`src/rtl/regfile_2r1w.sv`:
```
// regfile_2r1w: DEPTH x WIDTH register file with two combinational read
// ports and one synchronous write port. An optional hardwired zero register
// and an optional same-cycle write-to-read bypass are available. Storage is
// cleared asynchronously by the active-low reset.
module regfile_2r1w #(
    parameter int WIDTH    = 32,
    parameter int DEPTH    = 32,
    parameter int ADDR_W   = 5,
    parameter bit ZERO_REG = 1'b1,
    parameter bit BYPASS   = 1'b1
) (
    input  logic              clk,
    input  logic              reset,
    input  logic              we,
    input  logic [ADDR_W-1:0] waddr,
    input  logic [WIDTH-1:0]  wdata,
    input  logic [ADDR_W-1:0] raddr1,
    output logic [WIDTH-1:0]  rdata1,
    input  logic [ADDR_W-1:0] raddr2,
    output logic [WIDTH-1:0]  rdata2
);

    // DEPTH as an ADDR_W+1 bit value, so range checks compare equal widths
    // even when DEPTH == 2**ADDR_W.
    localparam logic [ADDR_W:0] DEPTH_L = (ADDR_W + 1)'(DEPTH);

    logic [WIDTH-1:0] mem_q [DEPTH];
    logic [WIDTH-1:0] mem_d [DEPTH];
    logic             wr_legal;
    logic             rd1_legal;
    logic             rd2_legal;

    // A write is legal only out of reset, in range, and not aimed at a
    // hardwired zero register. Illegal writes are never bypassed either.
    always_comb begin
        wr_legal = 1'b0;
        if (reset && we && ({1'b0, waddr} < DEPTH_L)) begin
            if (!(ZERO_REG && (waddr == '0))) begin
                wr_legal = 1'b1;
            end
        end
    end

    // Next-state of the storage array: hold everything, update one word.
    always_comb begin
        for (int i = 0; i < DEPTH; i++) begin
            mem_d[i] = mem_q[i];
        end
        if (wr_legal) begin
            mem_d[waddr] = wdata;
        end
    end

    // Storage array; reset clears every word without waiting for a clock.
    always_ff @(posedge clk or negedge reset) begin
        if (!reset) begin
            for (int i = 0; i < DEPTH; i++) begin
                mem_q[i] <= '0;
            end
        end else begin
            for (int i = 0; i < DEPTH; i++) begin
                mem_q[i] <= mem_d[i];
            end
        end
    end

    // Read address qualification, one per port: out of reset, in range,
    // and not the hardwired zero register.
    always_comb begin
        rd1_legal = reset && ({1'b0, raddr1} < DEPTH_L)
                    && !(ZERO_REG && (raddr1 == '0));
        rd2_legal = reset && ({1'b0, raddr2} < DEPTH_L)
                    && !(ZERO_REG && (raddr2 == '0));
    end

    // Read port 1: zero unless qualified; forward the write data when the
    // bypass is enabled and a legal write targets the same address.
    always_comb begin
        rdata1 = '0;
        if (rd1_legal) begin
            if (BYPASS && wr_legal && (waddr == raddr1)) begin
                rdata1 = wdata;
            end else begin
                rdata1 = mem_q[raddr1];
            end
        end
    end

    // Read port 2: same rules as port 1, fully independent.
    always_comb begin
        rdata2 = '0;
        if (rd2_legal) begin
            if (BYPASS && wr_legal && (waddr == raddr2)) begin
                rdata2 = wdata;
            end else begin
                rdata2 = mem_q[raddr2];
            end
        end
    end

endmodule

```
`config.mk`:
```
export PLATFORM = sky130hd
export DESIGN_NAME = regfile_2r1w
export DESIGN_NICKNAME = d
export VERILOG_FILES = /design/src/rtl/regfile_2r1w.sv
export SDC_FILE = /design/constraint.sdc
export NUM_CORES = 2
export LEC_CHECK = 0
export CORE_MARGIN = 5
export CORE_UTILIZATION = 40
export CTS_CLUSTER_DIAMETER = 50
export DETAILED_ROUTE_END_ITERATION = 16
export HOLD_SLACK_MARGIN = 0.02
export PLACE_DENSITY = 0.58
export SYNTH_ARGS = -nofsm -noshare
export SYNTH_HDL_FRONTEND = slang
export SYNTH_SLANG_ARGS = --single-unit
```
`constraint.sdc`:
```
create_clock -name clk -period 6.1 [get_ports clk]
set_clock_uncertainty 0.05 [all_clocks]
set_input_delay 0.915 -clock clk [delete_from_list [all_inputs] [get_ports clk]]
set_output_delay 0.915 -clock clk [all_outputs]
set_load 0.01 [all_outputs]
```
# Word-level counts from Yosys, hierarchy flattened
# Index checks and enable logic that the tools add are counted.
# totals
elab_cells	67
rom_bits	0
in_bits	50
n_memories	0
reg_bits	1024
out_inout_bits	64
latchBits	0
ram_bits	0
# classes
mul	0
n_reduce_logical	11
n_lt_le_gt_ge	4
mux	15
shift	0
n_eq_ne	2
n_bitwise	3
n_addsub	0
n_div	0
# ops
operator	n
bitwise mux 1024 bit	1
binary-select mux 32 bit (select 5 bit)	2
2-to-1 mux 32 bit	9
demux 32 bit (select 5 bit)	1
>= comparator 6 bit (second input constant)	3
NOT 5 -> 6 bit	3
zero test 5 bit	3
== test 5 bit	2
logical AND 1 bit	6
less-than comparator 6 x 1 -> 1 bit (second input constant)	1
zero test 1 bit	2
2-to-1 mux 1 bit	2

# Longest topological paths before layout
# logic_depth
ltp_word	6
mapped_depth	10
depth_no_buf	5

# Worst setup path after synthesis
# Ideal clock, no wire load.
# synth_path
kind	input to output
startpoint	input port raddr1[1]
endpoint	output port rdata1[14]
t_required_ns	5.135
path_buffers	3
stages	7
slack_ns	2.556
t_arrival_ns	2.579
path_cell_list	buf_2 buf_2 clkbuf_1 mux4_2 a211oi_1 a21oi_1 a221o_1
# synth_via
elab_chain_len	6
word_cells_on_any_way	11
cone_classes	eq/ne (1); mux (5); bitwise (1); reduce/logical (4)
# synth_rtl
item	line_no	rtl
from (decl)	17	input logic [ADDR_W-1:0] raddr1,
NOT 5 -> 6 bit (implied by the code)	84	rdata1 = mem_q[raddr1];
binary-select mux 32 bit (select 5 bit)	84	
2-to-1 mux 32 bit (implied by the code) (2 in a row)	84	
2-to-1 mux 32 bit	81	if (BYPASS && wr_legal && (waddr == raddr1)) begin
2-to-1 mux 32 bit (*)	80	if (rd1_legal) begin
to (decl)	18	output logic [WIDTH-1:0] rdata1,
# Every way passes the cells marked *; elsewhere a longest branch is shown, timed or not. The select of a mux whose other input is x is not followed.

# Final worst setup path
# layout_path
startpoint	input port waddr[4]
endpoint	output port rdata1[28]
# layout_via
elab_chain_len	6
word_cells_on_any_way	7
cone_classes	eq/ne (1); mux (4); reduce/logical (2)
# layout_rtl
item	line_no	rtl
from (decl)	15	input logic [ADDR_W-1:0] waddr,
zero test 5 bit	38	if (!(ZERO_REG && (waddr == '0))) begin
2-to-1 mux 1 bit	38	
2-to-1 mux 1 bit	37	if (reset && we && ({1'b0, waddr} < DEPTH_L)) begin
logical AND 1 bit (*)	81	
2-to-1 mux 32 bit (*)	81	
2-to-1 mux 32 bit (*)	80	
# Every way passes the cells marked *; elsewhere a longest branch is shown, timed or not.

==> flow_metrics.env <==
export IMPL_root_buffer="clkbuf_16"
export IMPL_dieArea_um2=145000
export IMPL_clk_latency_ns=0.74
export IMPL_portBuffers=113
export IMPL_grt_pass1_wl_mm=268
export IMPL_drv_cap=0
export IMPL_crit_fanout=14
export IMPL_clock_sinks=1024
export IMPL_async_flop_share_pct=100
export IMPL_syn_nets=3878
export IMPL_setup_viol_count_final=0
export IMPL_grt_max_degree=153
export IMPL_synth_top_area_share_pct=46.4
export IMPL_largest_reg_flops=1024
export IMPL_maxSlewHeadroom_pct=7.34
export IMPL_endpoint_kind="primary output"
export IMPL_final_common_cell="dfrtp_1"
export IMPL_grt_overflow_total=0
export IMPL_clk_pin_slew_ns=0.05
export IMPL_syn_avg_cell_area_um2=14.4
export IMPL_dr_wl_met2_mm=81.8
export IMPL_cpPeakStageDelay_ns=1.14
export IMPL_drv_slew=0
export IMPL_synth_edf_count=0
export IMPL_setup_tns_final_ns=0
export IMPL_synth_seq_area_share_pct=46.4
export IMPL_die_y_um=381
export IMPL_hold_viol=0
export IMPL_cp_slowest_cell="o311ai_4"
export IMPL_area_growth_pct=13.2
export IMPL_io_pins=114
export IMPL_maxUsedRoutingLayer="met4"
export IMPL_fp_coreArea_um2=137000
export IMPL_nNetsFinal=3818
export IMPL_leakagePower_nw=27.7
export IMPL_whs_path_depth=0
export IMPL_ys_seq_elements=1024
export IMPL_ant_nets=0
export IMPL_post_dp_cell_area_um2=58100
export IMPL_finalCriticalPeriod_ns=5.61
export IMPL_antenna_found_initial=6
export IMPL_drc=0
export IMPL_firstDrtPassIters=5
export IMPL_rsz0062_at_grt="no"
export IMPL_crit_top_cell="clkdlybuf4s50_1"
export IMPL_wl_met3_mm=13.0
export IMPL_vias=36100
export IMPL_fin_crit_sh_pct=91.9
export IMPL_grt_usage_pct=24.9
export IMPL_start_util_pct=40.2
export IMPL_vias_per_cell=6.38
export IMPL_num_rows=136
export IMPL_synth_area_um2=55200
export IMPL_syn_inst=3828
export IMPL_layout_common_cells="dfrtp_1, mux2_2, mux4_2"
export IMPL_drt_iter0_markers=3274
export IMPL_wl_met1_mm=82.6
export IMPL_synth_cell_types=44
export IMPL_critical_path_required_ns=5.13
export IMPL_tightestPinTransition_ns=1.39
export IMPL_gp_routability_congestion=0.804
export IMPL_worstSetupPathType="in -> out"
export IMPL_top_regs="mem_q (1024)"
export IMPL_routed_wl_mm=182
export IMPL_synth_top_cell_by_area="dfrtp_1"
export IMPL_synth_flop_cell="dfrtp_1"
export IMPL_regMostFlops="mem_q"
export IMPL_crit_path_start_kind="input port"
export IMPL_clockBufferDepth=3
export IMPL_cts_max_level=4
export IMPL_synth_area_top_cells="dfrtp_1, mux2_2, mux4_2"
export IMPL_cp_arrival_ns=4.64
export IMPL_hpwl_mm=103
export IMPL_ir_drop_mv=0.252
export IMPL_final_cell_area_um2=62500
export IMPL_hold_ws_ns=0.343
export IMPL_max_freq_mhz=178
export IMPL_rr_worst_depth=1
export IMPL_power_density_nw_per_um2=307
export IMPL_worstPathCellList="clkdlybuf4s50_1, xnor2_1, nand3_1, o311ai_4, buf_4, a21oi_1, a221o_1, clkdlybuf4s50_1"
export IMPL_cts_tree="yes"
export IMPL_die_x_um=381
export IMPL_cts_buffers=132
export IMPL_worstHoldPathType="reg -> reg"
export IMPL_status="finished, final reports clean"
export IMPL_ys_warn_count=0
export IMPL_fillers=12100
export IMPL_wl_per_cell_um=32.2
export IMPL_grt_pass1_vias=36900
export IMPL_drive_gt1_share_pct=46.8
## power breakdown
group          total (mW)  internal (mW)  switching [mW]
clock network        7.77           4.69            3.08
logic                3.07           1.70            1.37
registers            8.31           7.68           0.635
## synthesized netlist by cell type (all sizes together), types with 33 or more instances
cell type  instances
a21oi            127
a221oi            64
a22oi             64
buf              211
clkbuf           232
dfrtp           1024
mux2            1023
mux2i            287
mux4             385
nand2            111
nor2b             39
o21bai            33
o221ai            63
## through the flow
step / total power [mW] / utilization (%) / std cells / worst slack [ns]
2_1_floorplan: 10.4 / - / 3828 / 2.56
3_3_place_gp: 11.4 / 42.3 / 5427 / 0.613
3_5_place_dp: 11.5 / 42.3 / 5427 / 0.640
4_1_cts: 19.3 / 45.5 / 5653 / 0.622
5_1_grt: 19.9 / 45.5 / 5653 / 0.457
6_report: 19.2 / 45.5 / 5655 / 0.494
## worst max-delay path, delay by kind of cell
kind                      cells  cell delay, ns
and+or+nand+nor               1            0.21
AOI/OAI and AO/OA             3            1.59
xor gates and xnor gates      1            0.18
buffers and inverters         3            1.72
## cells by family after synthesis
group | synth area share [%]
AO/OA/AOI/OAI | 6.18
XOR/XNOR | 0.159
buffers and inverters | 3.71
flip-flops | 46.4
multiplexers | 41.8
AND/OR/NAND/NOR | 1.71
## path summary, 6_finish.rpt
path	from	end	slack, ns
max in group asynchronous	reset	mem_q[583]	2.47
hold reg to reg	mem_q[1009]	mem_q[1009]	0.34
min in group asynchronous	reset	mem_q[0]	0.65
hold / removal	mem_q[1009]	mem_q[1009]	0.34
setup / recovery	waddr[4]	rdata1[28]	0.49
setup reg to reg	mem_q[487]	mem_q[487]	5.25
## layer usage
| layer | track usage [%] | vias up |
|---|---|---|
| li1 | - | 14700 |
| met1 | 36.7 | 19700 |
| met2 | 37.4 | 1367 |
| met3 | 5.02 | 273 |
| met4 | 7.13 | 0 |
| met5 | 0 | - |
## final cells by class
| type | count | area (um^2) | area share, % |
|---|---|---|---|
| Multi-Input combinational cell | 2359 | 27800 | 44.5 |
| Sequential cell | 1024 | 25600 | 41.0 |
| Clock buffer | 174 | 3780 | 6.06 |
| Timing Repair Buffer | 249 | 2480 | 3.98 |
| Tap cell | 1794 | 2240 | 3.59 |
| Clock inverter | 51 | 523 | 0.837 |
| Inverter | 2 | 7.51 | 0.0120 |
| Antenna cell | 2 | 5.00 | 0.00801 |
## what timing repair did
| action | CTS | global route |
|---|---|---|
| hold buffers | 1 | 0 |
| setup buffers | 0 | 0 |
| hold endpoints to repair | 4 | 0 |
| resized for setup | 0 | 0 |
| endpoints found under the setup margin | 0 | 0 |
(Power assumes the default switching activity.)
